## config.mk

```make
export PLATFORM = sky130hd
export DESIGN_NAME = gpr_wb_scheduler
export DESIGN_NICKNAME = d
export VERILOG_FILES = /design/src/rtl/gpr_wb_scheduler.sv
export SDC_FILE = /design/constraint.sdc
export NUM_CORES = 1
export LEC_CHECK = 0
export CAP_MARGIN = 20
export CORE_MARGIN = 3
export CORE_UTILIZATION = 40
export CTS_BUF_LIST = sky130_fd_sc_hd__clkbuf_4 sky130_fd_sc_hd__clkbuf_8 sky130_fd_sc_hd__clkbuf_16
export DETAILED_ROUTE_END_ITERATION = 10
export PLACE_DENSITY = 0.72
export SLEW_MARGIN = 0
export SYNTH_ARGS = -nofsm -noshare
export SYNTH_HDL_FRONTEND = slang
export SYNTH_SLANG_ARGS = --single-unit
```

## constraint.sdc

```tcl
create_clock -name clk -period 3 [get_ports clk]
set_input_delay 0.3 -clock clk [delete_from_list [all_inputs] [get_ports clk]]
set_output_delay 0.3 -clock clk [all_outputs]
set_load 0.005 [all_outputs]
```

## src/rtl/gpr_wb_scheduler.sv

```systemverilog
// GPR writeback scheduler: round-robin arbitration of ALU/LSU writebacks onto the
// single GPR write port, with a per-register busy scoreboard gating issue.
module gpr_wb_scheduler #(
    parameter int GPR_ADDR_WIDTH  = 5,
    parameter int DATA_WIDTH      = 32,
    parameter int MAX_OUTSTANDING = 4,
    localparam int NUM_REGS  = 2 ** GPR_ADDR_WIDTH,
    localparam int CNT_WIDTH = $clog2(MAX_OUTSTANDING + 1)
) (
    input  logic                      clk,
    input  logic                      rst,
    // Issue side: iss_ready is a pure function of the presented operands and
    // scoreboard state; an issue fires on iss_valid & iss_ready.
    input  logic                      iss_valid,
    output logic                      iss_ready,
    input  logic [1:0]                iss_ren,
    input  logic [GPR_ADDR_WIDTH-1:0] iss_rs1,
    input  logic [GPR_ADDR_WIDTH-1:0] iss_rs2,
    input  logic                      iss_wen,
    input  logic [GPR_ADDR_WIDTH-1:0] iss_rd,
    // Writeback side: a requester holds valid/rd/data stable until it sees its
    // ready high; ready is asserted only in the cycle the request is granted.
    input  logic                      alu_wb_valid,
    output logic                      alu_wb_ready,
    input  logic [GPR_ADDR_WIDTH-1:0] alu_wb_rd,
    input  logic [DATA_WIDTH-1:0]     alu_wb_data,
    input  logic                      lsu_wb_valid,
    output logic                      lsu_wb_ready,
    input  logic [GPR_ADDR_WIDTH-1:0] lsu_wb_rd,
    input  logic [DATA_WIDTH-1:0]     lsu_wb_data,
    output logic                      gpr_wen,
    output logic [GPR_ADDR_WIDTH-1:0] gpr_waddr,
    output logic [DATA_WIDTH-1:0]     gpr_wdata,
    output logic [CNT_WIDTH-1:0]      outstanding,
    output logic                      wb_err
);

    localparam logic [CNT_WIDTH-1:0] MAX_CNT = CNT_WIDTH'(MAX_OUTSTANDING);
    localparam logic [CNT_WIDTH-1:0] CNT_ONE = CNT_WIDTH'(1);

    logic [NUM_REGS-1:0]       busy_q, busy_d;
    logic [CNT_WIDTH-1:0]      cnt_q, cnt_d;
    logic                      last_alu_q, last_alu_d;
    logic                      gpr_wen_q, gpr_wen_d;
    logic [GPR_ADDR_WIDTH-1:0] gpr_waddr_q, gpr_waddr_d;
    logic [DATA_WIDTH-1:0]     gpr_wdata_q, gpr_wdata_d;
    logic                      clr_q, clr_d;
    logic                      err_q, err_d;

    logic                      sel_alu, sel_lsu, grant;
    logic [GPR_ADDR_WIDTH-1:0] wb_rd;
    logic [DATA_WIDTH-1:0]     wb_data;
    logic                      wb_rd_nz, wb_busy;
    logic                      iss_set;

    assign iss_ready = !(iss_ren[0] & busy_q[iss_rs1])
                     & !(iss_ren[1] & busy_q[iss_rs2])
                     & !(iss_wen & (iss_rd != '0) & busy_q[iss_rd])
                     & (cnt_q < MAX_CNT);

    assign iss_set = iss_valid & iss_ready & iss_wen & (iss_rd != '0);

    // On a tie the requester that was not granted last wins.
    assign sel_lsu = lsu_wb_valid & (~alu_wb_valid | last_alu_q);
    assign sel_alu = alu_wb_valid & ~sel_lsu;
    assign grant   = sel_alu | sel_lsu;
    assign wb_rd   = sel_lsu ? lsu_wb_rd : alu_wb_rd;
    assign wb_data = sel_lsu ? lsu_wb_data : alu_wb_data;
    assign wb_rd_nz = (wb_rd != '0);
    assign wb_busy  = busy_q[wb_rd];

    assign alu_wb_ready = sel_alu;
    assign lsu_wb_ready = sel_lsu;

    always_comb begin
        last_alu_d  = last_alu_q;
        gpr_wen_d   = grant & wb_rd_nz;
        gpr_waddr_d = gpr_waddr_q;
        gpr_wdata_d = gpr_wdata_q;
        // A write to a register that is not busy must not release anyone
        // else's scoreboard entry, so the clear intent is registered separately.
        clr_d       = grant & wb_rd_nz & wb_busy;
        err_d       = err_q | (grant & wb_rd_nz & ~wb_busy);
        if (sel_alu) begin
            last_alu_d = 1'b1;
        end else if (sel_lsu) begin
            last_alu_d = 1'b0;
        end
        if (grant) begin
            gpr_waddr_d = wb_rd;
            gpr_wdata_d = wb_data;
        end
    end

    always_comb begin
        busy_d = busy_q;
        cnt_d  = cnt_q;
        if (clr_q) begin
            busy_d[gpr_waddr_q] = 1'b0;
        end
        if (iss_set) begin
            busy_d[iss_rd] = 1'b1;
        end
        busy_d[0] = 1'b0;
        case ({iss_set, clr_q})
            2'b10:   cnt_d = cnt_q + CNT_ONE;
            2'b01:   cnt_d = cnt_q - CNT_ONE;
            default: cnt_d = cnt_q;
        endcase
    end

    always_ff @(posedge clk or posedge rst) begin
        if (rst) begin
            busy_q      <= '0;
            cnt_q       <= '0;
            last_alu_q  <= 1'b1;
            gpr_wen_q   <= 1'b0;
            gpr_waddr_q <= '0;
            gpr_wdata_q <= '0;
            clr_q       <= 1'b0;
            err_q       <= 1'b0;
        end else begin
            busy_q      <= busy_d;
            cnt_q       <= cnt_d;
            last_alu_q  <= last_alu_d;
            gpr_wen_q   <= gpr_wen_d;
            gpr_waddr_q <= gpr_waddr_d;
            gpr_wdata_q <= gpr_wdata_d;
            clr_q       <= clr_d;
            err_q       <= err_d;
        end
    end

    assign gpr_wen     = gpr_wen_q;
    assign gpr_waddr   = gpr_waddr_q;
    assign gpr_wdata   = gpr_wdata_q;
    assign outstanding = cnt_q;
    assign wb_err      = err_q;

endmodule

```

Word level (Yosys, flattened, before mapping)
Cells that the tools add are included.
{ "classes": {"muxes": 19, "magnitude_cmp": 8, "n_bitwise": 24, "reduce_logical": 9, "n_addsub": 2, "n_eq_ne": 2} }
{ "op_table": {"columns": ["op", "n"], "rows": [
  ["$mux 32", 3],
  ["$and 32x32->32", 1],
  ["$not 32->32", 1],
  ["$or 32x32->32", 1],
  ["$lt 5x6->1 const B", 5],
  ["$bmux 1 s5", 4],
  ["$and 1x1->1", 15],
  ["$demux 1 s5", 2],
  ["$ge 5x1->1 const B", 2],
  ["$reduce_bool 5->1", 2],
  ["$mux 1", 8],
  ["$pmux 3 s2", 1],
  ["$mux 5", 1],
  ["$reduce_bool 2->1", 2],
  ["$add 3x1->3 const B", 1],
  ["$logic_not 1->1", 3],
  ["$lt 3x3->1 const B", 1],
  ["$not 1->1", 3],
  ["$or 1x1->1", 3],
  ["$sub 3x1->3 const B", 1],
  ["$eq 2x1->1 const B", 1],
  ["$eq 2x2->1 const B", 1],
  ["$logic_and 1x1->1", 2]
]} }
{ "totals": {"inputBits": 97, "elab_cells": 72, "register_bits": 75, "output_inout_bits": 45} }

Longest topological paths before layout
{ "logic_depth": {"depth_word": 12, "ltp_mapped": 12, "depth_no_buf": 11} }

Worst setup path before layout
Ideal clock, no wire load.
{ "synth_timing": {"kind": "input -> register", "start": "input iss_rs1[0]", "end": "register cnt_q[2] (netlist: outstanding[2])", "setup_ps": 127, "slack_ps": 135, "path_stages": 12, "path_buffers": 1, "t_required_ps": 2873, "arrival_ps": 2738, "path_cell_list": "buf_4 -> mux4_2 -> mux2_2 -> nand3_1 -> o31ai_2 -> o21ai_4 -> nand3_1 -> ha_1 -> fa_1 -> xnor2_1 -> nor2_1 -> xor2_1"} }
{ "synth_between": {"elab_chain_len": 12, "elab_cells_between_ends": 14, "cone_classes": "2 x eq/ne; 3 x mux; 7 x bitwise; 2 x reduce/logical"} }
{ "synth_rtl": {"columns": ["item", "line_no", "text"], "rows": [
  ["from (decl)", "17", "input logic [GPR_ADDR_WIDTH-1:0] iss_rs1,"],
  ["$bmux 1 s5 *", "56", "assign iss_ready = !(iss_ren[0] & busy_q[iss_rs1])"],
  ["$mux 1 (not written as such) *", "56", null],
  ["$and 1x1->1 *", "56", null],
  ["$logic_not 1->1 *", "56", null],
  ["$and 1x1->1 *", "57", "& !(iss_ren[1] & busy_q[iss_rs2])"],
  ["$and 1x1->1 *", "58", "& !(iss_wen & (iss_rd != '0) & busy_q[iss_rd])"],
  ["$and 1x1->1 *", "59", "& (cnt_q < MAX_CNT);"],
  ["$and 1x1->1 * (3 in series)", "61", "assign iss_set = iss_valid & iss_ready & iss_wen & (iss_rd != '0);"],
  ["$eq 2x1->1 / $eq 2x2->1 (equally long branches)", "105", "case ({iss_set, clr_q})"],
  ["$pmux 3 s2 / $reduce_bool 2->1 (equally long branches)", null, null],
  ["to (signal assigned)", "124", "cnt_q <= cnt_d;"],
  ["to (decl)", "42", "logic [CNT_WIDTH-1:0] cnt_q, cnt_d;"]
]} }
Mark *: on every way between the ends. The rest lies on a longest branch, timed or not. The select of a mux whose other input is x is not followed.
A chain may end at the register's enable or synchronous reset.

Worst setup path after layout
{ "layout_timing": {"start": "input iss_rs1[0]", "end": "output iss_ready"} }
{ "layout_between": {"elab_chain_len": 7} }
{ "layout_rtl": {"columns": ["item", "line_no", "text"], "rows": [
  ["$bmux 1 s5", "56", null],
  ["$mux 1 (not written as such)", "56", null],
  ["$and 1x1->1", "56", null],
  ["$logic_not 1->1", "56", null],
  ["$and 1x1->1", "57", null],
  ["$and 1x1->1", "58", null],
  ["$and 1x1->1", "59", null],
  ["to (decl)", "15", "output logic iss_ready,"]
]} }
Every way passes these cells. The select of a mux whose other input is x is not followed.

==> results.cfg <==
[outcome]
status = completed

[global_route]
track_usage_pct = 25.2
gr-total-overflow = 0
grt.busiest_layer = met2
use_met3_pct = 9.03
grt_max_degree = 65
antenna_found_initial = 0
grt_pass1_vias = 4832
use_met1_pct = 30.3
grt_use_met2_pct = 41.7
grt_pass1_wl_um = 25800

[power]
ir_worst_vdd_v = 0.000332
leakagePower_nw = 2.90
p_per_area_nw_per_um2 = 680

[logic_synthesis]
yosysWarnings = 0
ys_seq_area_share_pct = 38.7
synthCells = 484
yosys.cell_types.count = 73
synth-edff-count = 0
netlist.area_leader.share_pct = 38.2
syn-cell-area_um2 = 4850
async_flop_share_pct = 100
yosysTopAreaCell = dfrtp_1
synth_nets = 583
ys_dominant_reg_cell = dfrtp_1
ys_seq_elements = 75
synthTopCellsByArea = dfrtp_1 (38%), mux2i_1 (14%), o21ai_0 (7.6%)
syn_avg_cell_area_um2 = 10.0

[clocking]
tritoncts = built
cts-root-buf = clkbuf_16
cts.sinks = 75
cts_buffer_depth = 2
clk_pin_slew_ps = 70
insertion_delay_ps = 350
numCtsBuffers = 9
htreeDepth = 3

[critical_path]
worstPathMaxFanout = 6
critPathKind = input port to primary output
crit_chain = clkdlybuf4s50_1 > buf_4 > buf_4 > mux4_2 > a22oi_1 > a21oi_1 > o21ai_4 > buf_4 > and3_1 > dlygate4sd2_1
required_ps = 2700
max_stage_delay_ps = 490
reg2reg_slack_ps = 190
crit_top_cell = buf_4
worstPathArrival_ps = 2570
startpoint_type = input port
cpMaxStageDelayCell = mux4_2
cp-end-kind = primary output

[timing]
finalSetupViolations = 0
fin_crit_sh_pct = 95.5
tns_ps = 0
tightest_slew_ps = 546
max_slew_margin_pct = 63.6
hold_slack_ps = 224
fin_skew_ps = 10.5
fmax_mhz = 349
hold_viol = 0
maxSlewViolCount = 0
rsz0062_at_grt = no
min_period_ps = 2870

[place]
dp_hpwl_um = 12300
placed_cells = 787
portBuffers = 141
gp_congestion = 0.977

[drt]
dr_total_vias = 4794
ant_nets = 0
avgViaCountPerCell = 5.96
drt_iter0_drc = 384
wl_per_cell_um = 20.6
drcViolationCount = 0
wl_um = 16600
first_pass_iters = 8

[cells_and_area]
n_antenna_cell = 0
finalNonFillerCells = 805
syn_to_final_growth_pct = 44.4
drive_above_1_share_pct = 16.5
nNetsFinal = 756

[floorplanning]
die_w_um = 116
initial_core_util_pct = 41.7
core_um2 = 11600
dieHeight_um = 116
io_pins = 142
die-area_um2 = 13500
rows = 39

[flow_run]
maxCapViolations = 0

[worst_hold_path]
hold_class = input port to async pin
cells by family after synthesis:
group / count (synthesis) / share of synthesized area, %
compound gates: 163 / 20.0
simple gates: 116 / 13.9
mux: 89 / 22.8
flops: 75 / 38.7
buf+inv: 36 / 3.33
xor+xnor: 3 / 0.542
fa+ha+maj: 2 / 0.671
through the flow:
stage	total power [mW]	setup WS [ps]	utilization, %	instance area (µm²)
finish	4.76	134	60.3	7000
global route	4.99	19.9	60.3	7000
CTS	4.73	57.6	60.2	6990
detailed placement	3.64	-343	57.6	6680
global placement	3.57	-285	57.6	6680
floorplan	2.61	135	-	4850
placed cells by master (no fill, tap or decap), types with 3 or more instances in the layout:
cell type,netlist,routed
a21oi_1,12,12
a22oi_1,3,3
a31oi_1,3,3
and3_1,3,3
buf_12,0,3
buf_4,3,42
clkbuf_16,0,9
clkdlybuf4s50_1,0,138
dfrtp_1,74,74
inv_1,8,7
inv_2,2,3
inv_6,0,3
mux2_2,6,6
mux2i_1,66,66
mux4_2,14,15
nand2_1,48,48
nand3_1,7,6
nand3b_1,10,10
nand4_4,4,4
nor2_1,11,11
nor2b_1,4,4
nor4_1,3,3
o21ai_0,74,74
o21ai_1,34,34
o22ai_1,7,7
or3b_1,3,3
or3b_2,3,3
cells in the mapped netlist (all sizes together), types with 2 or more instances:
library cell and n:
o21ai 109, dfrtp 74, mux2i 66, nand2 48, mux4 16, a21oi 13, buf 13, clkbuf 13
nor2 12, inv 10, nand3b 10, mux2 7, nand3 7, o22ai 7, nand4 6, or3b 6
nor2b 4, a22oi 3, a31oi 3, and2 3, and3 3, nor4 3, or3 3, a21o 2
a311oi 2, a41oi 2, and3b 2, nor3 2, o211ai 2, o21a 2, o221a 2, o311ai 2
o31ai 2, xnor2 2
cell type report:
cell class,instances,area (µm²)
clock buffers,9,225
clock inverters,7,70.1
fillers,999,4610
inverters,10,37.5
multi-input cells,373,2810
flip-flops and latches,75,1880
well taps,143,179
repair buffers,188,1800
registers in the layout, summed over array words and instances (netlist names):
register and cells:
clr_q 1, outstanding 3, gpr_wdata 32, last_alu_q 1
busy_q 31, gpr_waddr 5, gpr_wen 1, wb_err 1
what timing repair did:
action                                  4_1_cts  5_1_grt
buffers inserted                              1        0
pin swaps                                     2        4
endpoints found under the setup margin        1        3
gates resized for setup                       2        4
gates cloned                                  1        0
hold buffers                                  0        0
path summary, 6_finish.rpt:
kind / startpoint / to / cells after the start
worst max-delay path: iss_rs1[0] / iss_ready / 10
worst min-delay path: rst / gpr_wdata[7] / 2
worst max register to register: busy_q[6] / outstanding[2] / 11
worst min register to register: wb_err / wb_err / 1
max in group asynchronous: rst / last_alu_q / 3
min in group clk: alu_wb_valid / last_alu_q / 2
metal layers:
layer | wire (µm) | up-vias
met3 | 1790 | 36
li1 | - | 2182
met1 | 6160 | 2296
met5 | 0 | -
met4 | 416 | 0
met2 | 8180 | 280
power breakdown:
| group | internal, mW | total, mW | switching (mW) |
|---|---|---|---|
| Combinational | 1.06 | 1.89 | 0.830 |
| Sequential | 1.32 | 1.79 | 0.471 |
| Clock | 0.583 | 1.08 | 0.496 |
| Total | 2.96 | 4.76 | 1.80 |
critical path, delay by kind of cell:
kind | cells | cell delay, ps
compound gates | 3 | 520
mux | 1 | 490
buf+inv | 5 | 1140
simple gates | 1 | 130
Power figures use the tool's default switching activity.
